==> config.mk <==
export PLATFORM = sky130hd
export DESIGN_NAME = ifu_prefetch
export DESIGN_NICKNAME = d
export VERILOG_FILES = /design/src/rtl/ifu_prefetch_pkg.sv /design/src/rtl/ifu_prefetch_fifo.sv /design/src/rtl/ifu_prefetch.sv
export SDC_FILE = /design/constraint.sdc
export NUM_CORES = 1
export LEC_CHECK = 0
export BUFFER_PORTS_ARGS = -buffer_cell sky130_fd_sc_hd__buf_2
export CAP_MARGIN = 15
export CELL_PAD_IN_SITES_DETAIL_PLACEMENT = 0
export CELL_PAD_IN_SITES_GLOBAL_PLACEMENT = 1
export CORE_MARGIN = 2
export CORE_UTILIZATION = 52
export DETAILED_ROUTE_END_ITERATION = 8
export GPL_TIMING_DRIVEN = 0
export PLACE_DENSITY = 0.94
export SLEW_MARGIN = 10
export SYNTH_ARGS = -nofsm -noshare
export SYNTH_HDL_FRONTEND = slang
export SYNTH_SLANG_ARGS = --single-unit
==> constraint.sdc <==
create_clock -name clk -period 10.5 [get_ports clk]
set_clock_uncertainty 0.05 [all_clocks]
set_input_delay 2.1 -clock clk [delete_from_list [all_inputs] [get_ports clk]]
set_output_delay 2.1 -clock clk [all_outputs]
set_load 0.01 [all_outputs]
==> src/rtl/ifu_prefetch_pkg.sv <==
// Shared constants for the instruction fetch unit and its prefetch queue.
package ifu_prefetch_pkg;

  // inst[6:4] value shared by JAL/JALR/BRANCH opcodes
  localparam logic [2:0]  BJ_CLASS         = 3'b110;
  localparam logic [31:0] RESET_PC_DEFAULT = 32'h0000_0000;

  localparam logic True_v    = 1'b1;
  localparam logic False_v   = 1'b0;
  localparam logic RstEnable = 1'b1;

  // Branch/jump class test on the low opcode bits of an instruction.
  function automatic logic is_bj(input logic [6:0] opc_low);
    return (opc_low[6:4] == BJ_CLASS);
  endfunction

endpackage

==> src/rtl/ifu_prefetch_fifo.sv <==
// Prefetch queue: power-of-two FIFO with synchronous flush and occupancy count.
// Callers never push into a full queue or pop an empty one.
module ifu_fifo
  import ifu_prefetch_pkg::*;
#(
  parameter int unsigned WIDTH = 64,
  parameter int unsigned DEPTH = 4
) (
  input  logic                       clk,
  input  logic                       rst,
  input  logic                       flush_i,
  input  logic                       push_i,
  input  logic                       pop_i,
  input  logic [WIDTH-1:0]           data_i,
  output logic [WIDTH-1:0]           data_o,
  output logic [$clog2(DEPTH):0]     count_o,
  output logic                       empty_o
);

  localparam int unsigned PTR_W = $clog2(DEPTH);
  localparam int unsigned CNT_W = PTR_W + 1;

  logic [WIDTH-1:0] mem_q [DEPTH];
  logic [PTR_W-1:0] wr_ptr_q, wr_ptr_d;
  logic [PTR_W-1:0] rd_ptr_q, rd_ptr_d;
  logic [CNT_W-1:0] count_q, count_d;

  // Pointer and count next-state; flush overrides push/pop
  always_comb begin
    wr_ptr_d = wr_ptr_q;
    rd_ptr_d = rd_ptr_q;
    count_d  = count_q;
    if (flush_i) begin
      wr_ptr_d = '0;
      rd_ptr_d = '0;
      count_d  = '0;
    end else begin
      if (push_i) wr_ptr_d = wr_ptr_q + PTR_W'(1);
      if (pop_i)  rd_ptr_d = rd_ptr_q + PTR_W'(1);
      case ({push_i, pop_i})
        2'b10:   count_d = count_q + CNT_W'(1);
        2'b01:   count_d = count_q - CNT_W'(1);
        default: count_d = count_q;
      endcase
    end
  end

  // Pointer/count registers
  always_ff @(posedge clk) begin
    if (rst == RstEnable) begin
      wr_ptr_q <= '0;
      rd_ptr_q <= '0;
      count_q  <= '0;
    end else begin
      wr_ptr_q <= wr_ptr_d;
      rd_ptr_q <= rd_ptr_d;
      count_q  <= count_d;
    end
  end

  // Entry storage; contents are only observed while non-empty
  always_ff @(posedge clk) begin
    if (push_i && !flush_i) mem_q[wr_ptr_q] <= data_i;
  end

  assign data_o  = mem_q[rd_ptr_q];
  assign count_o = count_q;
  assign empty_o = (count_q == '0);

endmodule

==> src/rtl/ifu_prefetch.sv <==
// Instruction fetch unit: sequential fetch with one outstanding request,
// prefetch queue, redirect flush with stale-response discard, and
// optional fetch hold after a branch/jump is enqueued.
module ifu_prefetch
  import ifu_prefetch_pkg::*;
#(
  parameter int unsigned       ADDR_W   = 32,
  parameter int unsigned       INST_W   = 32,
  parameter int unsigned       QDEPTH   = 4,
  parameter logic [ADDR_W-1:0] RESET_PC = RESET_PC_DEFAULT,
  parameter bit                BJ_HOLD  = 1'b1
) (
  input  logic              clk,
  input  logic              rst,
  input  logic              rdy,
  input  logic              redirect_valid,
  input  logic [ADDR_W-1:0] redirect_pc,
  input  logic              bj_release,
  output logic              mem_req,
  output logic [ADDR_W-1:0] mem_addr,
  input  logic              mem_busy,
  input  logic              mem_valid,
  input  logic [INST_W-1:0] mem_inst,
  output logic              out_valid,
  output logic [ADDR_W-1:0] out_pc,
  output logic [INST_W-1:0] out_inst,
  input  logic              out_ready,
  output logic              stall_req
);

  localparam int unsigned CNT_W = $clog2(QDEPTH) + 1;
  localparam int unsigned ENT_W = ADDR_W + INST_W;

  logic [ADDR_W-1:0] fetch_pc_q, fetch_pc_d;
  logic [ADDR_W-1:0] mem_addr_q, mem_addr_d;
  logic              mem_req_q, mem_req_d;
  logic              outstanding_q, outstanding_d;
  logic              drop_q, drop_d;
  logic              hold_q, hold_d;

  logic              accept, resp, issue;
  logic              q_push, q_pop, q_flush, q_empty;
  logic [CNT_W-1:0]  q_count;
  logic [ENT_W-1:0]  q_head;

  assign accept = mem_req_q && !mem_busy;
  assign resp   = mem_valid && outstanding_q;

  // Reservation counts the in-flight slot so a response always has room.
  // Uses the registered count, so a dequeue from a full queue frees issue
  // only in the following cycle.
  assign issue = !mem_req_q && !outstanding_q && !hold_q && !redirect_valid &&
                 ((q_count + CNT_W'(outstanding_q)) < CNT_W'(QDEPTH));

  assign q_flush = rdy && redirect_valid;
  assign q_push  = rdy && resp && !drop_q && !redirect_valid;
  assign q_pop   = rdy && out_valid && out_ready && !redirect_valid;

  // Fetch control next-state; redirect dominates every other event
  always_comb begin
    fetch_pc_d    = fetch_pc_q;
    mem_addr_d    = mem_addr_q;
    mem_req_d     = mem_req_q;
    outstanding_d = outstanding_q;
    drop_d        = drop_q;
    hold_d        = hold_q;
    if (redirect_valid) begin
      fetch_pc_d = redirect_pc;
      hold_d     = False_v;
      mem_req_d  = False_v;
      if (accept) begin
        // memory took the old request at this very edge: its data is stale
        outstanding_d = True_v;
        drop_d        = True_v;
      end else if (outstanding_q) begin
        if (mem_valid) begin
          outstanding_d = False_v;
          drop_d        = False_v;
        end else begin
          drop_d = True_v;
        end
      end
    end else begin
      if (issue) begin
        mem_req_d  = True_v;
        mem_addr_d = fetch_pc_q;
      end
      if (accept) begin
        mem_req_d     = False_v;
        outstanding_d = True_v;
        fetch_pc_d    = fetch_pc_q + ADDR_W'(4);
      end
      if (resp) begin
        outstanding_d = False_v;
        drop_d        = False_v;
      end
      if (bj_release) hold_d = False_v;
      if (BJ_HOLD && q_push && is_bj(mem_inst[6:0])) hold_d = True_v;
    end
  end

  // Fetch control registers, frozen while rdy is low
  always_ff @(posedge clk) begin
    if (rst == RstEnable) begin
      fetch_pc_q    <= RESET_PC;
      mem_addr_q    <= RESET_PC;
      mem_req_q     <= False_v;
      outstanding_q <= False_v;
      drop_q        <= False_v;
      hold_q        <= False_v;
    end else if (rdy) begin
      fetch_pc_q    <= fetch_pc_d;
      mem_addr_q    <= mem_addr_d;
      mem_req_q     <= mem_req_d;
      outstanding_q <= outstanding_d;
      drop_q        <= drop_d;
      hold_q        <= hold_d;
    end
  end

  ifu_fifo #(
    .WIDTH (ENT_W),
    .DEPTH (QDEPTH)
  ) u_fifo (
    .clk     (clk),
    .rst     (rst),
    .flush_i (q_flush),
    .push_i  (q_push),
    .pop_i   (q_pop),
    .data_i  ({mem_addr_q, mem_inst}),
    .data_o  (q_head),
    .count_o (q_count),
    .empty_o (q_empty)
  );

  assign mem_req   = mem_req_q;
  assign mem_addr  = mem_addr_q;
  assign out_valid = !q_empty;
  // head fields read as zero while the queue is empty
  assign out_pc    = out_valid ? q_head[ENT_W-1 -: ADDR_W] : '0;
  assign out_inst  = out_valid ? q_head[INST_W-1:0] : '0;
  assign stall_req = out_ready && !out_valid;

endmodule

# Yosys cells after proc, flatten, opt, wreduce, memory -nomap -nowiden
# Memories as Yosys holds them, arrays and structs flattened. A register that Yosys moved wholly into a read port is not among the register bits.
# Index checks and enable logic that the tools add are counted.
# W data, S select, Z words.
[op_classes] addsub=6 reduce_logical=38 eq_ne=4 div=0 mul=0 order_cmp=1 bitwise=1 shifts=0 mux=25
[op_table] op="$mux W32" count=4
[op_table] op="$add A32 B3 Y32 const B" count=1
[op_table] op="$mux W1" count=18
[op_table] op="$logic_and A1 B1 Y1" count=16
[op_table] op="$reduce_bool A3 Y1" count=3
[op_table] op="$logic_not A1 Y1" count=8
[op_table] op="$reduce_and A2 Y1" count=4
[op_table] op="$pmux W3 S2" count=1
[op_table] op="$reduce_and A3 Y1" count=2
[op_table] op="$reduce_bool A2 Y1" count=3
[op_table] op="$add A2 B1 Y2 const B" count=2
[op_table] op="$mux W2" count=2
[op_table] op="$add A3 B1 Y3" count=1
[op_table] op="$add A3 B1 Y3 const B" count=1
[op_table] op="$eq A3 B3 Y1 const B" count=1
[op_table] op="$logic_not A3 Y1" count=1
[op_table] op="$lt A3 B3 Y1 const B" count=1
[op_table] op="$ne A3 B1 Y1 const B" count=1
[op_table] op="$sub A3 B1 Y3 const B" count=1
[op_table] op="$eq A2 B1 Y1 const B" count=1
[op_table] op="$eq A2 B2 Y1 const B" count=1
[op_table] op="$reduce_or A2 Y1" count=1
[op_table] op="$not A1 Y1" count=1
[word_totals] word_cells=85 mem_count=1 rom_bits=0 in_bits=72 output_inout_bits=99 mem_bits_rw=256 latch_bits=0 regBits=75
[mem_list] name="u_fifo.mem_q" words=4 width=64 read_ports=1 rd_clocked_by_memory_dff=1 write_ports=1 line_no="ifu_prefetch_fifo.sv:23" text="logic [WIDTH-1:0] mem_q [DEPTH];"

# Longest topological paths before layout
[depth] depth_word=8 mapped_depth=10 mapped_depth_nobuf=9

# Cells and area by module
# A second synthesis with hierarchy kept.
[hier_totals] hier_cells=883 area_unflattened_um2=13444.1
[modules_own_cells] mod="ifu_fifo" cells_per_inst=382 seq_area_each_um2=7867.5 area_each_um2=9748.1 n_inst=1
[modules_own_cells] mod="ifu_prefetch" cells_per_inst=501 seq_area_each_um2=1361.3 area_each_um2=3696.0 n_inst=1

# Worst setup path before layout
# Ideal clock, no wire load.
[synth_timing] path_type="input to register" startpoint="input port rdy" endpoint="memory u_fifo.mem_q[0][0] (enable)" slack_ns=5.630 t_arrival_ns=4.391 required_ns=10.021 stages=4 setup_time_ns=0.429 n_path_buf=1 path_cell_list="buf_6 -> nand3_1 -> nor3_1 -> and2_1"
[synth_between] elab_chain_len=6 elab_cells_between_ends=8 cone_classes="mux (2); reduce/logical (6)"
[synth_lines] element="from (decl)" line_no="ifu_prefetch.sv:15" text="input logic rdy,"
[synth_lines] element="$logic_and A1 B1 Y1 (3 in a row)" line_no="ifu_prefetch.sv:56" text="assign q_push = rdy && resp && !drop_q && !redirect_valid;"
[synth_lines] element="$logic_and A1 B1 Y1 (*)" line_no="ifu_prefetch_fifo.sv:63" text="if (push_i && !flush_i) mem_q[wr_ptr_q] <= data_i;"
[synth_lines] element="$mux W1 (*)" line_no="ifu_prefetch_fifo.sv:63"
[synth_lines] element="$mux W1 (not written as such) (*)" line_no="ifu_prefetch_fifo.sv:63"
[synth_lines] element="to (decl)" line_no="ifu_prefetch_fifo.sv:23"
# Mark *: on every way between the ends. The rest lies on a longest branch, timed or not.

==> impl_metrics.toml <==
[pwr]
p_clk_share_pct = 44.1
pwr-share-comb_pct = 2.7
switching_share_pct = 19.9
vdd_drop_max_uv = 107
p_sw_mw = 0.534
cellLeakagePower_nw = 5.32
internal_power_mw = 2.15
seqPwrFrac_pct = 53.3
power.density_mw_per_mm2 = 169

[floorplan]
ios = 171
core_mm2 = 0.0253
start_util_pct = 53.0
rows = 58
die_h_um = 164
die-area_mm2 = 0.0270
die_x_um = 164

[clock_tree]
clockRootBuffer = "clkbuf_16"
cts_sinks = 333
clockBufferDepth = 3
tritoncts = "built"
cts_resized = 0
cts.hold.buffers_added = 0
postCtsSetupRepairBufs = 0
clock_latency_ns = 0.50
h-tree-depth = 2
clk_pin_slew_worst_paths_ns = 0.06
cts_buffers = 34

[place]
dp_hpwl_mm = 19.9
io_buffers = 169
gp_congestion = 0.928
place_inst = 1388

[logic_synthesis]
yosys_warnings = 0
synth_nets = 964
synthSimpleGateAreaFrac_pct = 10.4
synthXorXnorAreaFrac_pct = 0.523
synth_mux_area_share_pct = 11.1
synthCells = 885
async_reset_ff_share_pct = 0
synth_edf_count = 256
synth_top_cell_area_share_pct = 57.4
synth_fa_ha_area_share_pct = 0.710
synth_top_family_by_area = "multiplexers"
yosysSeqAreaShare_pct = 68.9
synth-compound-area-share_pct = 5.85
synthTopCellsByArea = "edfxtp_1 57%, dfxtp_1 12%, mux4_2 11%"
yosysUniqueCellTypes = 55
ys_seq_elements = 333
synth_area_mm2 = 0.0134
ys.flop_type = "edfxtp_1"
yosysTopAreaCell = "edfxtp_1"
avgSynthCellArea_um2 = 15.1

[global_route]
antenna_found_initial = 0
grt_pass1_wl_mm = 44.9
grt_pass1_vias = 8042
grt_use_total_pct = 21.9
grt_max_degree = 51
grt.overflow.total = 0

[drt]
ant_nets = 0
wl_met2_mm = 14.5
vias = 8215
vias_per_cell = 5.66
highest_layer = "met4"
drt_iter0_drc = 763
dr.pass1.iters = 5
drt_wl_total_mm = 29.6
drcViolationCount = 0
wire_per_inst_um = 20.4
wl_met3_mm = 2.09
wl_met1_mm = 12.5

[sta]
fmax_mhz = 203
worst_slew_pin_slew_ns = 0.801
finalMaxSlewViolations = 0
tns_ns = 0
slew_headroom_pct = 46.6
min_period_ns = 4.93
setup_viol = 0
rsz0062_at_grt = "no"
hold_viol_final = 0
min_period_over_period_pct = 46.9

[layout]
n_antenna_cell = 0
regArea_mm2 = 0.00923
syn_to_final_growth_pct = 18.6
multi_input_area_mm2 = 0.00383
drive_gt1_share_pct = 28.3
layout.cells.non_filler = 1451
postLayoutCoreUtil_pct = 62.9
n_fill_cell = 1858
final_cell_mix = "256 x edfxtp_1, 179 x buf_2, 88 x nand2_1"
nets = 1174
final_common_cell = "edfxtp_1"

[setup_path]
path_max_fanout = 10
worstPathArrival_ns = 2.78
endpoint_kind = "output port"
crit_required_ns = 8.35
crit_type = "register to output port"
crit_path_start_kind = "register"

[hold_path]
min_path_type = "register to register"

[job]
maxCapViolCount = 0

[status]
status = "completed"
stage by stage:
step	worst slack, ns	instance area (um2)	hold slack, ns	power [mW]
2_1_floorplan	5.63	13400	0.382	1.49
3_3_place_gp	3.97	14600	0.394	1.53
3_5_place_dp	5.83	14800	0.402	1.53
4_1_cts	5.46	15900	0.413	2.70
5_1_grt	5.39	15900	0.439	2.76
6_report	5.57	15900	0.414	2.68
cell usage after synthesis, types with 2 or more instances:
cell	number
buf_1	2
nor3_1	13
xnor2_1	4
and3_1	4
ha_1	6
o221ai_1	2
dfxtp_1	77
xor2_1	4
inv_1	13
o311ai_0	4
o211ai_1	2
a32oi_1	5
nand2_1	88
nand3_1	17
a31oi_1	8
clkbuf_2	2
and4_2	3
a21oi_1	58
nor2b_1	4
o21ai_0	30
mux4_2	64
a22oi_1	7
and2_1	70
nor2_1	29
o31ai_1	2
and4_1	2
clkbuf_1	38
o21a_1	2
clkbuf_8	5
or3_1	3
edfxtp_1	256
buf_2	9
nand4_1	11
o21bai_1	3
nor4_1	11
nand2b_1	3
mux2i_1	3
a211oi_1	3
a21o_1	2
per-layer routing:
| metal | track usage, % | up-vias |
|---|---|---|
| li1 | - | 3812 |
| met1 | 30.1 | 4043 |
| met2 | 36.7 | 311 |
| met3 | 3.77 | 49 |
| met4 | 5.61 | 0 |
| met5 | 0 | - |
power groups by stage:
| stage | logic, mW | clock network (mW) | registers [mW] |
|---|---|---|---|
| after global placement | 0.0690 | 0 | 1.46 |
| after CTS | 0.0709 | 1.20 | 1.43 |
| after floorplan | 0.0344 | 0 | 1.45 |
| after global routing | 0.0778 | 1.25 | 1.43 |
| final | 0.0713 | 1.18 | 1.43 |
| after detailed placement | 0.0704 | 0 | 1.46 |
cell families after synthesis:
logic type                 count (synthesis)
DFF                                      333
and+or+nand+nor                          266
AOI/OAI and AO/OA                        133
buffers and inverters                     70
muxes                                     68
xor gates and xnor gates                   8
adders and majority gates                  7
sequential cells by signal, summed over array words and instances (netlist names), named ones only:
name	cells
outstanding_q	1
drop_q	1
u_fifo.mem_q	256
u_fifo.wr_ptr_q	2
u_fifo.rd_ptr_q	2
fetch_pc_q	32
u_fifo.count_o	3
hold_q	1
mem_addr	32
mem_req	1
worst paths after layout:
check,end,from,cells after the start,slack [ns]
worst min register to register,mem_addr[0],fetch_pc_q[0],2,0.41
worst max-delay path,out_inst[26],register,5,5.57
worst max register to register,fetch_pc_q[19],mem_req,6,8.02
worst min-delay path,mem_addr[0],fetch_pc_q[0],2,0.41
area by class of cell:
cell class,count,area share (%)
Sequential cell,333,58.1
Clock inverter,13,0.780
Clock buffer,49,6.18
Multi-Input combinational cell,482,24.2
Buffer,57,1.80
Inverter,13,0.307
Tap cell,330,2.60
Timing Repair Buffer,174,6.05
critical path: stages, from the launching register on:
cell and delay, ns:
dfxtp_1 0.30, clkbuf_1 0.60, buf_2 0.48, mux4_2 0.59, and2_1 0.17, buf_2 0.13
(Power assumes the default switching activity.)
